### src/rtl/trap_csr_unit.sv
// Machine-mode CSR file and flush-then-redirect trap sequencer fed by the commit stage.
// Define TRAP_VECTORED_EN to make mtvec vectored mode (MODE=01) available for interrupts.
module trap_csr_unit #(
  parameter int unsigned FLUSH_CYCLES = 2,
  parameter logic [31:0] RESET_MTVEC  = 32'h0000_0100
) (
  input  logic        clk,
  input  logic        nrst,
  input  logic        commit_valid,
  input  logic [31:0] csr_wb,
  input  logic [11:0] csr_wb_addr,
  input  logic        csr_we,
  input  logic [31:0] pc_exc,
  input  logic [31:0] cause,
  input  logic        exception_pending,
  input  logic        mret,
  input  logic        sret,
  input  logic        uret,
  input  logic        ext_irq,
  input  logic [11:0] csr_rd_addr,
  output logic [31:0] csr_rd_data,
  output logic        flush,
  output logic        redirect,
  output logic [31:0] redirect_pc
);

  localparam logic [11:0] AddrMstatus  = 12'h300;
  localparam logic [11:0] AddrMie      = 12'h304;
  localparam logic [11:0] AddrMtvec    = 12'h305;
  localparam logic [11:0] AddrMscratch = 12'h340;
  localparam logic [11:0] AddrMepc     = 12'h341;
  localparam logic [11:0] AddrMcause   = 12'h342;
  localparam logic [11:0] AddrMip      = 12'h344;

  localparam logic [31:0] IrqCause = 32'h8000_000B;
  localparam logic [3:0]  CntLoad  = 4'(FLUSH_CYCLES - 1);

  typedef enum logic [1:0] {StIdle, StFlush, StRedirect} state_e;

  state_e      state_q, state_d;
  logic [3:0]  cnt_q, cnt_d;
  logic [31:0] target_q, target_d;
  logic        mst_mie_q, mst_mie_d;
  logic        mst_mpie_q, mst_mpie_d;
  logic        meie_q, meie_d;
  logic [31:0] mtvec_q, mtvec_d;
  logic [31:0] mscratch_q, mscratch_d;
  logic [31:0] mepc_q, mepc_d;
  logic [31:0] mcause_q, mcause_d;
  logic        flush_q, redirect_q;
  logic [31:0] redirect_pc_q;

  logic        idle, take_exc, take_mret, take_irq, do_write;
  logic [1:0]  wb_mode;
  logic [31:0] vec_base;
  logic [31:0] pc_next;

  // sret/uret have no architectural effect on an M-mode-only core
  logic unused_xret;
  assign unused_xret = sret ^ uret;

  assign idle      = (state_q == StIdle);
  assign take_exc  = idle & exception_pending;
  assign take_mret = idle & ~exception_pending & mret;
  assign take_irq  = idle & ~exception_pending & ~mret &
                     commit_valid & ext_irq & mst_mie_q & meie_q;
  assign do_write  = idle & csr_we & ~exception_pending & ~mret;
  assign pc_next   = pc_exc + 32'd4;

`ifdef TRAP_VECTORED_EN
  assign wb_mode = (csr_wb[1:0] == 2'b01) ? 2'b01 : 2'b00;
`else
  assign wb_mode = 2'b00;
`endif

  always_comb begin
    mst_mie_d  = mst_mie_q;
    mst_mpie_d = mst_mpie_q;
    meie_d     = meie_q;
    mtvec_d    = mtvec_q;
    mscratch_d = mscratch_q;
    mepc_d     = mepc_q;
    mcause_d   = mcause_q;
    target_d   = target_q;
    state_d    = state_q;
    cnt_d      = cnt_q;

    if (do_write) begin
      case (csr_wb_addr)
        AddrMstatus: begin
          mst_mie_d  = csr_wb[3];
          mst_mpie_d = csr_wb[7];
        end
        AddrMie:      meie_d     = csr_wb[11];
        AddrMtvec:    mtvec_d    = {csr_wb[31:2], wb_mode};
        AddrMscratch: mscratch_d = csr_wb;
        AddrMepc:     mepc_d     = {csr_wb[31:2], 2'b00};
        AddrMcause:   mcause_d   = csr_wb;
        default: ;
      endcase
    end

    vec_base = {mtvec_d[31:2], 2'b00};

    // Trap fields take precedence over a same-cycle CSR write
    if (take_exc) begin
      mepc_d     = {pc_exc[31:2], 2'b00};
      mcause_d   = cause;
      mst_mpie_d = mst_mie_q;
      mst_mie_d  = 1'b0;
      target_d   = vec_base;
    end else if (take_mret) begin
      mst_mie_d  = mst_mpie_q;
      mst_mpie_d = 1'b1;
      target_d   = mepc_q;
    end else if (take_irq) begin
      mepc_d     = {pc_next[31:2], 2'b00};
      mcause_d   = IrqCause;
      mst_mpie_d = mst_mie_q;
      mst_mie_d  = 1'b0;
      target_d   = (mtvec_d[1:0] == 2'b01) ? vec_base + {25'b0, IrqCause[4:0], 2'b00}
                                           : vec_base;
    end

    unique case (state_q)
      StIdle: begin
        if (take_exc || take_mret || take_irq) begin
          state_d = StFlush;
          cnt_d   = CntLoad;
        end
      end
      StFlush: begin
        if (cnt_q == 4'd0) begin
          state_d = StRedirect;
        end else begin
          cnt_d = cnt_q - 4'd1;
        end
      end
      StRedirect: state_d = StIdle;
      default:    state_d = StIdle;
    endcase
  end

  always_ff @(posedge clk or negedge nrst) begin
    if (!nrst) begin
      state_q       <= StIdle;
      cnt_q         <= 4'd0;
      target_q      <= 32'd0;
      mst_mie_q     <= 1'b0;
      mst_mpie_q    <= 1'b0;
      meie_q        <= 1'b0;
      mtvec_q       <= RESET_MTVEC;
      mscratch_q    <= 32'd0;
      mepc_q        <= 32'd0;
      mcause_q      <= 32'd0;
      flush_q       <= 1'b0;
      redirect_q    <= 1'b0;
      redirect_pc_q <= 32'd0;
    end else begin
      state_q       <= state_d;
      cnt_q         <= cnt_d;
      target_q      <= target_d;
      mst_mie_q     <= mst_mie_d;
      mst_mpie_q    <= mst_mpie_d;
      meie_q        <= meie_d;
      mtvec_q       <= mtvec_d;
      mscratch_q    <= mscratch_d;
      mepc_q        <= mepc_d;
      mcause_q      <= mcause_d;
      flush_q       <= (state_d != StIdle);
      redirect_q    <= (state_d == StRedirect);
      redirect_pc_q <= (state_d == StRedirect) ? target_d : 32'd0;
    end
  end

  assign flush       = flush_q;
  assign redirect    = redirect_q;
  assign redirect_pc = redirect_pc_q;

  always_comb begin
    csr_rd_data = 32'd0;
    case (csr_rd_addr)
      AddrMstatus:  csr_rd_data = {19'b0, 2'b11, 3'b0, mst_mpie_q, 3'b0, mst_mie_q, 3'b0};
      AddrMie:      csr_rd_data = {20'b0, meie_q, 11'b0};
      AddrMip:      csr_rd_data = {20'b0, ext_irq, 11'b0};
      AddrMtvec:    csr_rd_data = mtvec_q;
      AddrMscratch: csr_rd_data = mscratch_q;
      AddrMepc:     csr_rd_data = mepc_q;
      AddrMcause:   csr_rd_data = mcause_q;
      default:      csr_rd_data = 32'd0;
    endcase
  end

endmodule

### config.mk
export PLATFORM = sky130hd
export DESIGN_NAME = trap_csr_unit
export DESIGN_NICKNAME = d
export VERILOG_FILES = /design/src/rtl/trap_csr_unit.sv
export SDC_FILE = /design/constraint.sdc
export NUM_CORES = 1
export LEC_CHECK = 0
export CAP_MARGIN = 20
export CORE_UTILIZATION = 48
export CTS_CLUSTER_SIZE = 30
export DETAILED_ROUTE_END_ITERATION = 8
export GPL_ROUTABILITY_DRIVEN = 0
export PLACE_DENSITY_LB_ADDON = 0.05
export REMOVE_ABC_BUFFERS = 1
export SLEW_MARGIN = 20
export SYNTH_ARGS = -nofsm -noshare
export SYNTH_HDL_FRONTEND = slang
export SYNTH_SLANG_ARGS = --single-unit
### constraint.sdc
create_clock -name clk -period 2.6 [get_ports clk]
set_clock_uncertainty 0.05 [all_clocks]
set_input_delay 0.52 -clock clk [delete_from_list [all_inputs] [get_ports clk]]
set_output_delay 0.52 -clock clk [all_outputs]
set_load 0.02 [all_outputs]
## After elaboration in Yosys (flattened, before gate mapping)

Cells that the tools add are included.

- Logic and storage cells: 93
- Register bits after elaboration: 203
- Output and inout bits: 66

- Bitwise operators: 13
- Equality and inequality tests: 18
- Muxes and demuxes: 34
- Reductions and logical operators: 12
- Add/subtract/negate cells: 3

Operators by type and width:

| operator | count |
|---|---|
| $mux 32 | 17 |
| $pmux 32 s7 | 1 |
| $eq 12x10->1 const B | 13 |
| $add 32x3->32 const B | 1 |
| $add 32x6->32 const B | 1 |
| $and 1x1->1 | 11 |
| $mux 1 | 10 |
| $mux 4 | 2 |
| $pmux 4 s2 | 1 |
| $reduce_bool 4->1 | 2 |
| $reduce_and 2->1 | 3 |
| $eq 2x1->1 const B | 2 |
| $logic_not 4->1 | 1 |
| $mux 2 | 2 |
| $pmux 2 s2 | 1 |
| $reduce_bool 2->1 | 2 |
| $sub 4x1->4 const B | 1 |
| $reduce_and 3->1 | 1 |
| $eq 2x2->1 const B | 1 |
| $logic_not 2->1 | 1 |
| $logic_or 1x1->1 | 2 |
| $ne 2x1->1 const B | 1 |
| $ne 2x2->1 const B | 1 |
| $not 1->1 | 2 |

## Depth between registers and ports, before layout

Gate-level depths: netlist (run 1).

- Depth after elaboration: 12
- Gate-level depth with buffers: 9

## Worst setup path before layout (run 1)

OpenSTA, ideal clock, no wires.

- Path type: in2out
- Start: input csr_rd_addr[3]
- End: output csr_rd_data[11]
- Path buffers: 1
- Data arrival time: 2,340 ps
- Cell stages on the path: 7
- Path slack: -310 ps
- Data required time: 2,030 ps
- Path through: nor4_1 -> nand4_1 -> or3b_2 -> nor3b_1 -> clkbuf_1 -> a22oi_1 -> nand2_1

- Word-level cells in the longest chain between the ends: 2
- Elaborated cells between the ends (all ways): 8
- Those cells by class: eq/ne: 7; mux: 1

RTL lines:

| what | line | text |
|---|---|---|
| from (decl) | 20 | `input logic [11:0] csr_rd_addr,` |
| $eq 12x10->1 | 182 | `case (csr_rd_addr)` |
| $pmux 32 s7 * | 182 |  |
| to (decl) | 21 | `output logic [31:0] csr_rd_data,` |

Mark *: on every way between the ends. The rest lies on a longest branch, timed or not.

## Final worst setup path (run 1)

- Start: input csr_rd_addr[7]
- End: output csr_rd_data[7]

Same word-level chain as after synthesis.

==> metrics.md, run 1 <==
| Metric | Value |
|---|---|
| Worst-path maximum fanout | `7` |
| Diode count | `0` |
| Full die area | `between 20000 and 25000 µm²` |
| DRT iter0 DRCs | `~1100` |
| Seq/Total Area, Yosys | `between 40% and 50%` |
| Cts bufs inserted | `23` |
| Min-Delay Endpoint | `cnt_q[0]` |
| Power Density | `a little under 800 nW/µm²` |
| Failing checks | `negative setup slack` |
| First-pass GRT wire length | `about 61000 µm` |
| Placed insts | `about 1700` |
| Layout Utilization | `between 60 and 70%` |
| Root Driver | `clkbuf_16` |
| CORE AREA | `approximately 22000 µm²` |
| DR WL/cell | `between 20 and 25 µm` |
| Post-synth top cells | `202 x dfrtp_1, 173 x nand2_1, 82 x o21ai_0, 81 x nor2_1, 63 x a22oi_1` |
| Reg2reg start | `state_q[0]` |
| First drt pass iteration count | `5` |
| Max Root-Sink Buffers | `3` |
| RSZ-0062 raised after global routing | `true` |
| DRC violations left | `0` |
| Clock slew at reported path FFs | `approximately 60 ps` |
| Final total power | `between 10 and 15 mW` |
| Worst EP required | `2030 ps` |
| Final period util | `113%` |
| CTS tree | `built` |
| FMAX | `roughly 340 MHz` |
| Run status | `finished with violations` |
| Vias in the first global route | `between 10000 and 15000` |
| Hold Fails Final Rpt | `0` |
| Synth Warn # | `0` |
| Slew HR | `between 50% and 60%` |
| Setup TNS | `-9360 ps` |
| Ys async rst share | `100%` |
| Final cell count without fillers | `1736` |
| Post-DRT Antenna Nets | `0` |
| CP Launch Type | `input pin` |
| Most area-consuming cells after synthesis | `dfrtp_1 47%, nand2_1 6.1%, mux2i_1 5.8%, mux2_2 5.2%, a22oi_1 4.4%` |
| Primary FF master, synth | `dfrtp_1` |
| Post-synth EDFFs | `0` |
| Final setup viols | `32` |
| Num Clock Sinks | `203` |
| Worst Setup SP | `csr_rd_addr[7]` |
| Critical path class | `input pin to primary output` |
| Synthesized cell area | `10700 µm²` |
| Vias/cell | `6.20` |
| Worst Tran Pin Value | `661 ps` |
| Most common cell in the netlist | `dfrtp_1` |
| Final min period | `2930 ps` |
| Detailed Place HPWL | `between 20000 and 30000 µm` |
| Endpoint type of the worst setup path | `primary output` |
| Hold/Removal Path Class | `flip-flop to flip-flop` |
| All-Layer GR Usage | `between 30% and 40%` |
| Die height | `~150 µm` |
| VDD IR max | `between 0.4 and 0.5 mV` |
| Port Buf Inserts | `between 150 and 200` |
| Post-Synthesis Cells | `about 1100` |
| Synth area leader | `dfrtp_1` |
| Post-synthesis cell type count | `74` |
| Floorplan row count | `54` |
| Worst-skew pair later-pin latency | `around 510 ps` |
| Yosys top cell area share | `47.3%` |
| I/O pins | `roughly 200` |
| Worst EP arrival | `~2400 ps` |
| Die W | `~150 µm` |
| Final #Nets | `around 1600` |
| Area Overhead vs Synth | `42.5%` |
| MaxCap Viol Count | `0` |
| Initial antenna violation count | `0` |
| Fin worst setup slack | `-329 ps` |
| Setup slack, reg-to-reg | `roughly 180 ps` |
| Largest net degree at the start of global routing | `62` |
| Min-delay src | `cnt_q[0]` |
| Share of layout cells above drive strength 1 | `around a quarter` |
| H-tree depth | `1` |
| Register bit total from synthesis | `203` |
| Place WS | `-1240 ps` |
| Starting Density | `about half` |
| Reg2Reg Capture Point | `redirect_pc[6]` |
| Pleak | `around 7.0 nW` |
| Reg2reg path depth | `6` |
| GR Overflow Total | `0` |
| Slew Viols, Final | `0` |
| Hold Crit Depth | `1` |
| Via Count | `between 10000 and 15000` |
| WL final | `approximately 40000 µm` |
| Synth Area per Inst | `9.55 µm²` |
==> cell type report <==
class	instances	area [µm²]
Sequential cell	203	5080
Clock buffer	27	611
Tap cell	280	350
Multi-Input combinational cell	829	5430
Inverter	15	56.3
Clock inverter	13	199
Fill cell	1747	6590
Timing Repair Buffer	369	3510
==> cell usage in the layout, fill, tap and decap left out, drive strengths merged, types with 24 or more instances in the layout <==
master | synthesis | routed
buf | 24 | 213
dfrtp | 202 | 202
nand2 | 173 | 173
clkdlybuf4s50 | 0 | 149
o21ai | 82 | 82
nor2 | 81 | 81
a22oi | 63 | 63
mux2i | 62 | 62
mux2 | 49 | 49
a21oi | 44 | 44
nand3 | 35 | 35
clkbuf | 49 | 28
nor3 | 24 | 24
==> registers in the layout, indices dropped and copies added (netlist names) <==
register     count
cnt_q            4
flush            1
mcause_q        32
meie_q           1
mepc_q          32
mscratch_q      32
mst_mie_q        1
mst_mpie_q       1
mtvec_q         32
redirect         1
redirect_pc     32
state_q          2
target_q        32
==> per-stage QoR <==
step	hold slack (ps)	cell area [µm²]
after CTS	451	15300
after global routing	465	15200
after detailed placement	443	14100
after floorplan	174	10400
after global placement	440	14100
final	453	15200
==> worst max path at each step <==
stage                           end  cells past startpoint
CTS                 csr_rd_data[21]                     11
floorplan           redirect_pc[12]                      5
finish               csr_rd_data[7]                     10
detailed placement  csr_rd_data[19]                      9
global placement    csr_rd_data[24]                      9
global route         csr_rd_data[0]                     10
==> where the power goes <==
group,internal (mW),switching [mW]
Clock,2.17,1.38
Combinational,1.65,1.95
Sequential,4.02,0.555
==> routing by layer <==
metal / vias to the layer above / GRT usage [%] / part of all wire, %
met4: 0 / 10.9 / 3.2
li1: 4790 / - / -
met5: - / 0 / 0
met3: 89 / 5.45 / 9.0
met1: 5293 / 50.0 / 42
met2: 594 / 55.4 / 46
==> worst max-delay path: stages <==
cell and delay [ps]:
buf_6 100, nor4_4 250, nand4_1 150, or3b_4 460, nor3b_4 220, buf_6 190, buf_12 150, a222oi_1 100
nand2_1 100, buf_6 120
==> cells by family (layout without fill, tap and decap cells) <==
family	Yosys count	after routing	share of synthesized area [%]
flip-flops	203	203	47.5
multiplexers	111	111	11.0
AND/OR/NAND/NOR	396	397	17.3
XOR/XNOR	16	16	1.31
AO/OA/AOI/OAI	303	303	19.2
buffers and inverters	88	424	3.43
adder cells (fa/ha/maj)	2	2	0.234
==> timing repair <==
| action | 4_1_cts | 5_1_grt |
|---|---|---|
| cloned | 3 | 1 |
| endpoints found under the setup margin | 37 | 51 |
| hold endpoints to repair | 45 | 0 |
| buffers inserted | 8 | 2 |
| hold buffers | 1 | 0 |
| pin swaps | 13 | 14 |
| resized for setup | 237 | 14 |
Note: power is estimated with default switching activity, not from simulation.
==> run 2: changes to the inputs <==
--- a/config.mk
+++ b/config.mk
@@ -9,3 +9,2 @@
 export CORE_UTILIZATION = 48
-export CTS_CLUSTER_SIZE = 30
 export DETAILED_ROUTE_END_ITERATION = 8
==> constraint.sdc (replaced) <==
create_clock -name clk -period 2.6 [get_ports clk]
set_clock_uncertainty 0.05 [all_clocks]
set_input_delay 0.26 -clock clk [delete_from_list [all_inputs] [get_ports clk]]
set_output_delay 0.26 -clock clk [all_outputs]
set_load 0.02 [all_outputs]
==> run 2 against run 1 <==
The run now ends clean. Worst setup slack improved by 370 ps. Die area did not move. Clock power decreased by 8.2%. Worst hold slack worse by 200 ps. Final cell count fell by 2.6%. Sequential power about the same. Design area decreased by 3.5%. Count of clock-buffer cells in the layout grew 8. Non-clock buffer count is 44 lower. First-iteration DRC count fell by 13%. Via count decreased by 2.4%. Highest routed layer unchanged.
==> metrics.md, run 2 (synthesized netlist as in run 1, its figures left out) <==
| Metric | Value |
|---|---|
| Place WS | `-770 ps (+470 ps)` |
| Area Overhead vs Synth | `37.5%` |
| Critical Path Stages | `12 (+2)` |
| Fin worst setup slack | `40.0 ps (+369 ps)` |
| Placed inst area | `13700 µm² (-2.9%)` |
| Detailed Place HPWL | `26500 µm (-2.9%)` |
| Port Buf Inserts | `190 (unchanged)` |
| Floorplan row count | `54 (unchanged)` |
| Power Density | `767 nW/µm² (-0.35%)` |
| Slowest cell on crit path | `or3b_4` |
| GR Overflow Total | `0 (unchanged)` |
| Final setup viols | `0 (-100%)` |
| Starting Density | `49.0% (unchanged)` |
| Worst EP arrival | `2250 ps (-110 ps)` |
| Worst EP required | `2290 ps (+260 ps)` |
| Crit-path max cell delay | `460 ps (about the same)` |
| Slew Viols, Final | `0 (unchanged)` |
| CTS tree | `built` |
| Setup TNS | `0 ps (+9360 ps)` |
| Pleak | `6.72 nW (-3.4%)` |
| Vias/cell | `6.21 (+0.21%)` |
| All-Layer GR Usage | `34.7% (-0.59 points)` |
| Final #Nets | `1527 (-2.9%)` |
| Largest net degree at the start of global routing | `74 (+19%)` |
| Final period util | `98.5% (-14 points)` |
| Slew HR | `45.7% (-10 points)` |
| Worst Tran Pin Value | `811 ps (+150 ps)` |
| Worst path buffer plus inverter count | `6 (+2)` |
| H-tree depth | `1 (unchanged)` |
| Hold/Removal Path Class | `input pin to flip-flop` |
| Die height | `151 µm (unchanged)` |
| Reg2reg path depth | `7 (+1)` |
| Via Count | `10500 (-2.4%)` |
| Post-DRT Antenna Nets | `0 (unchanged)` |
| Num Clock Sinks | `203 (unchanged)` |
| CORE AREA | `21800 µm² (unchanged)` |
| Worst Setup SP | `csr_rd_addr[4]` |
| RSZ-0062 raised after global routing | `true` |
| MaxCap Viol Count | `0 (unchanged)` |
| DRT iter0 DRCs | `925 (-13%)` |
| Worst-path maximum fanout | `5 (-2)` |
| Full die area | `22900 µm² (unchanged)` |
| Hold Fails Final Rpt | `0 (unchanged)` |
| Max Root-Sink Buffers | `3 (unchanged)` |
| Root Driver | `clkbuf_16` |
| Final total power | `11.3 mW (-3.9%)` |
| Vias in the first global route | `10500 (-0.96%)` |
| Minimum hold slack | `250 ps (-203 ps)` |
| Setup slack, reg-to-reg | `120 ps (-60 ps)` |
| CP most frequent cell | `buf_6` |
| Die W | `151 µm (unchanged)` |
| Cts bufs inserted | `23 (unchanged)` |
| DRC violations left | `0 (unchanged)` |
| Min-delay src | `cause[27]` |
| WL final | `38700 µm (-2.8%)` |
| Final min period | `2560 ps (-369 ps)` |
| CP cell instances | `buf_6, nor4_4, nand4_1, or3b_4, buf_6, nor3_4, buf_6, buf_6, buf_8, a22oi_2, nand2_1, buf_6` |
| Share of layout cells above drive strength 1 | `21.0% (-3.0 points)` |
| I/O pins | `195 (unchanged)` |
| Critical path's top delay family | `simple AND/OR/NAND/NOR gates` |
| Most frequent cells in the layout | `202 x dfrtp_1, 171 x nand2_1, 149 x clkdlybuf4s50_1` |
| First drt pass iteration count | `5 (unchanged)` |
| Endpoint type of the worst setup path | `primary output` |
| FMAX | `391 MHz (+14%)` |
| Critical path class | `input pin to primary output` |
| VDD IR max | `0.454 mV (+0.33%)` |
| CP Launch Type | `input pin` |
| First-pass GRT wire length | `59600 µm (-2.3%)` |
| Diode count | `0 (unchanged)` |
| DR WL/cell | `22.9 µm (-0.20%)` |
| Clock slew at reported path FFs | `60 ps (about the same)` |
| Worst-skew pair later-pin latency | `510 ps (about the same)` |
| Commonest non-fill, non-tap cell in the layout | `dfrtp_1` |
| Run status | `finished clean` |
| Setup crit end | `csr_rd_data[14]` |
| Reg2Reg Capture Point | `redirect_pc[6]` |
| Design area | `14700 µm² (-3.5%)` |
| Reg2reg start | `state_q[1]` |
| Fillers | `1760 (+0.74%)` |
| Initial antenna violation count | `0 (unchanged)` |
-- run 2: cell count changes in the layout (fill, tap and decap cells not counted), moves of 2 or more --
| cell | before | now |
|---|---|---|
| bufinv_16 | 5 | 1 |
| dlygate4sd2_1 | 4 | 0 |
| nor3_2 | 3 | 1 |
| dlymetal6s2s_1 | 0 | 4 |
| clkinvlp_4 | 2 | 0 |
| buf_12 | 18 | 12 |
| buf_6 | 34 | 19 |
| buf_2 | 1 | 11 |
| buf_8 | 0 | 4 |
| clkbuf_2 | 0 | 3 |
| buf_4 | 160 | 119 |
| clkbuf_8 | 3 | 10 |
-- run 2: routing by layer --
metal / part of all wire, % / GRT usage, %
met2: 45 / 53.0
met3: 11 / 7.50
met5: 0 / 0
met4: 2.9 / 12.7
met1: 42 / 48.2
-- run 2: worst min-delay path by stage --
stage                                end  depth (start not counted)  slack, ps
after floorplan                 cnt_q[0]                          0        -90
after global placement    redirect_pc[4]                          1        280
after detailed placement  redirect_pc[4]                          1        280
after CTS                   mcause_q[27]                          3        240
after global routing        mcause_q[27]                          3        250
final                       mcause_q[27]                          3        250
-- run 2: layout make-up --
| class | count | area [µm²] | area share [%] |
|---|---|---|---|
| flip-flops and latches | 203 | 5080 | 34.6 |
| multi-input cells | 828 | 5370 | 36.5 |
| repair buffers | 325 | 3080 | 21.0 |
| clock buffers | 35 | 711 | 4.83 |
| inverters | 15 | 56.3 | 0.383 |
| clock inverters | 5 | 50.0 | 0.340 |
| well taps | 280 | 350 | 2.38 |
-- run 2: power breakdown --
| part | total (mW) | internal (mW) | switching [mW] |
|---|---|---|---|
| Clock | 3.26 | 1.97 | 1.29 |
| Combinational | 3.44 | 1.54 | 1.91 |
| Sequential | 4.57 | 4.02 | 0.551 |
-- run 2: what timing repair did --
action	in CTS	in global routing
cloned	4	1
buffers inserted	9	2
pin swaps	4	15
endpoints found under the hold margin	70	0
hold buffers	1	0
setup endpoints to repair	32	33
gates resized for setup	173	49
-- run 2: per-stage QoR --
step / util (%) / std cells
floorplan: - / 1046
global placement: 62.8 / 1637
detailed placement: 62.8 / 1637
CTS: 66.9 / 1691
global route: 67.4 / 1691
finish: 67.4 / 1691
-- run 2: tightest hold or removal path, cell delays in order --
cell             delay, ps
clkdlybuf4s50_1        390
nand2_1                 50
o21ai_0                 60
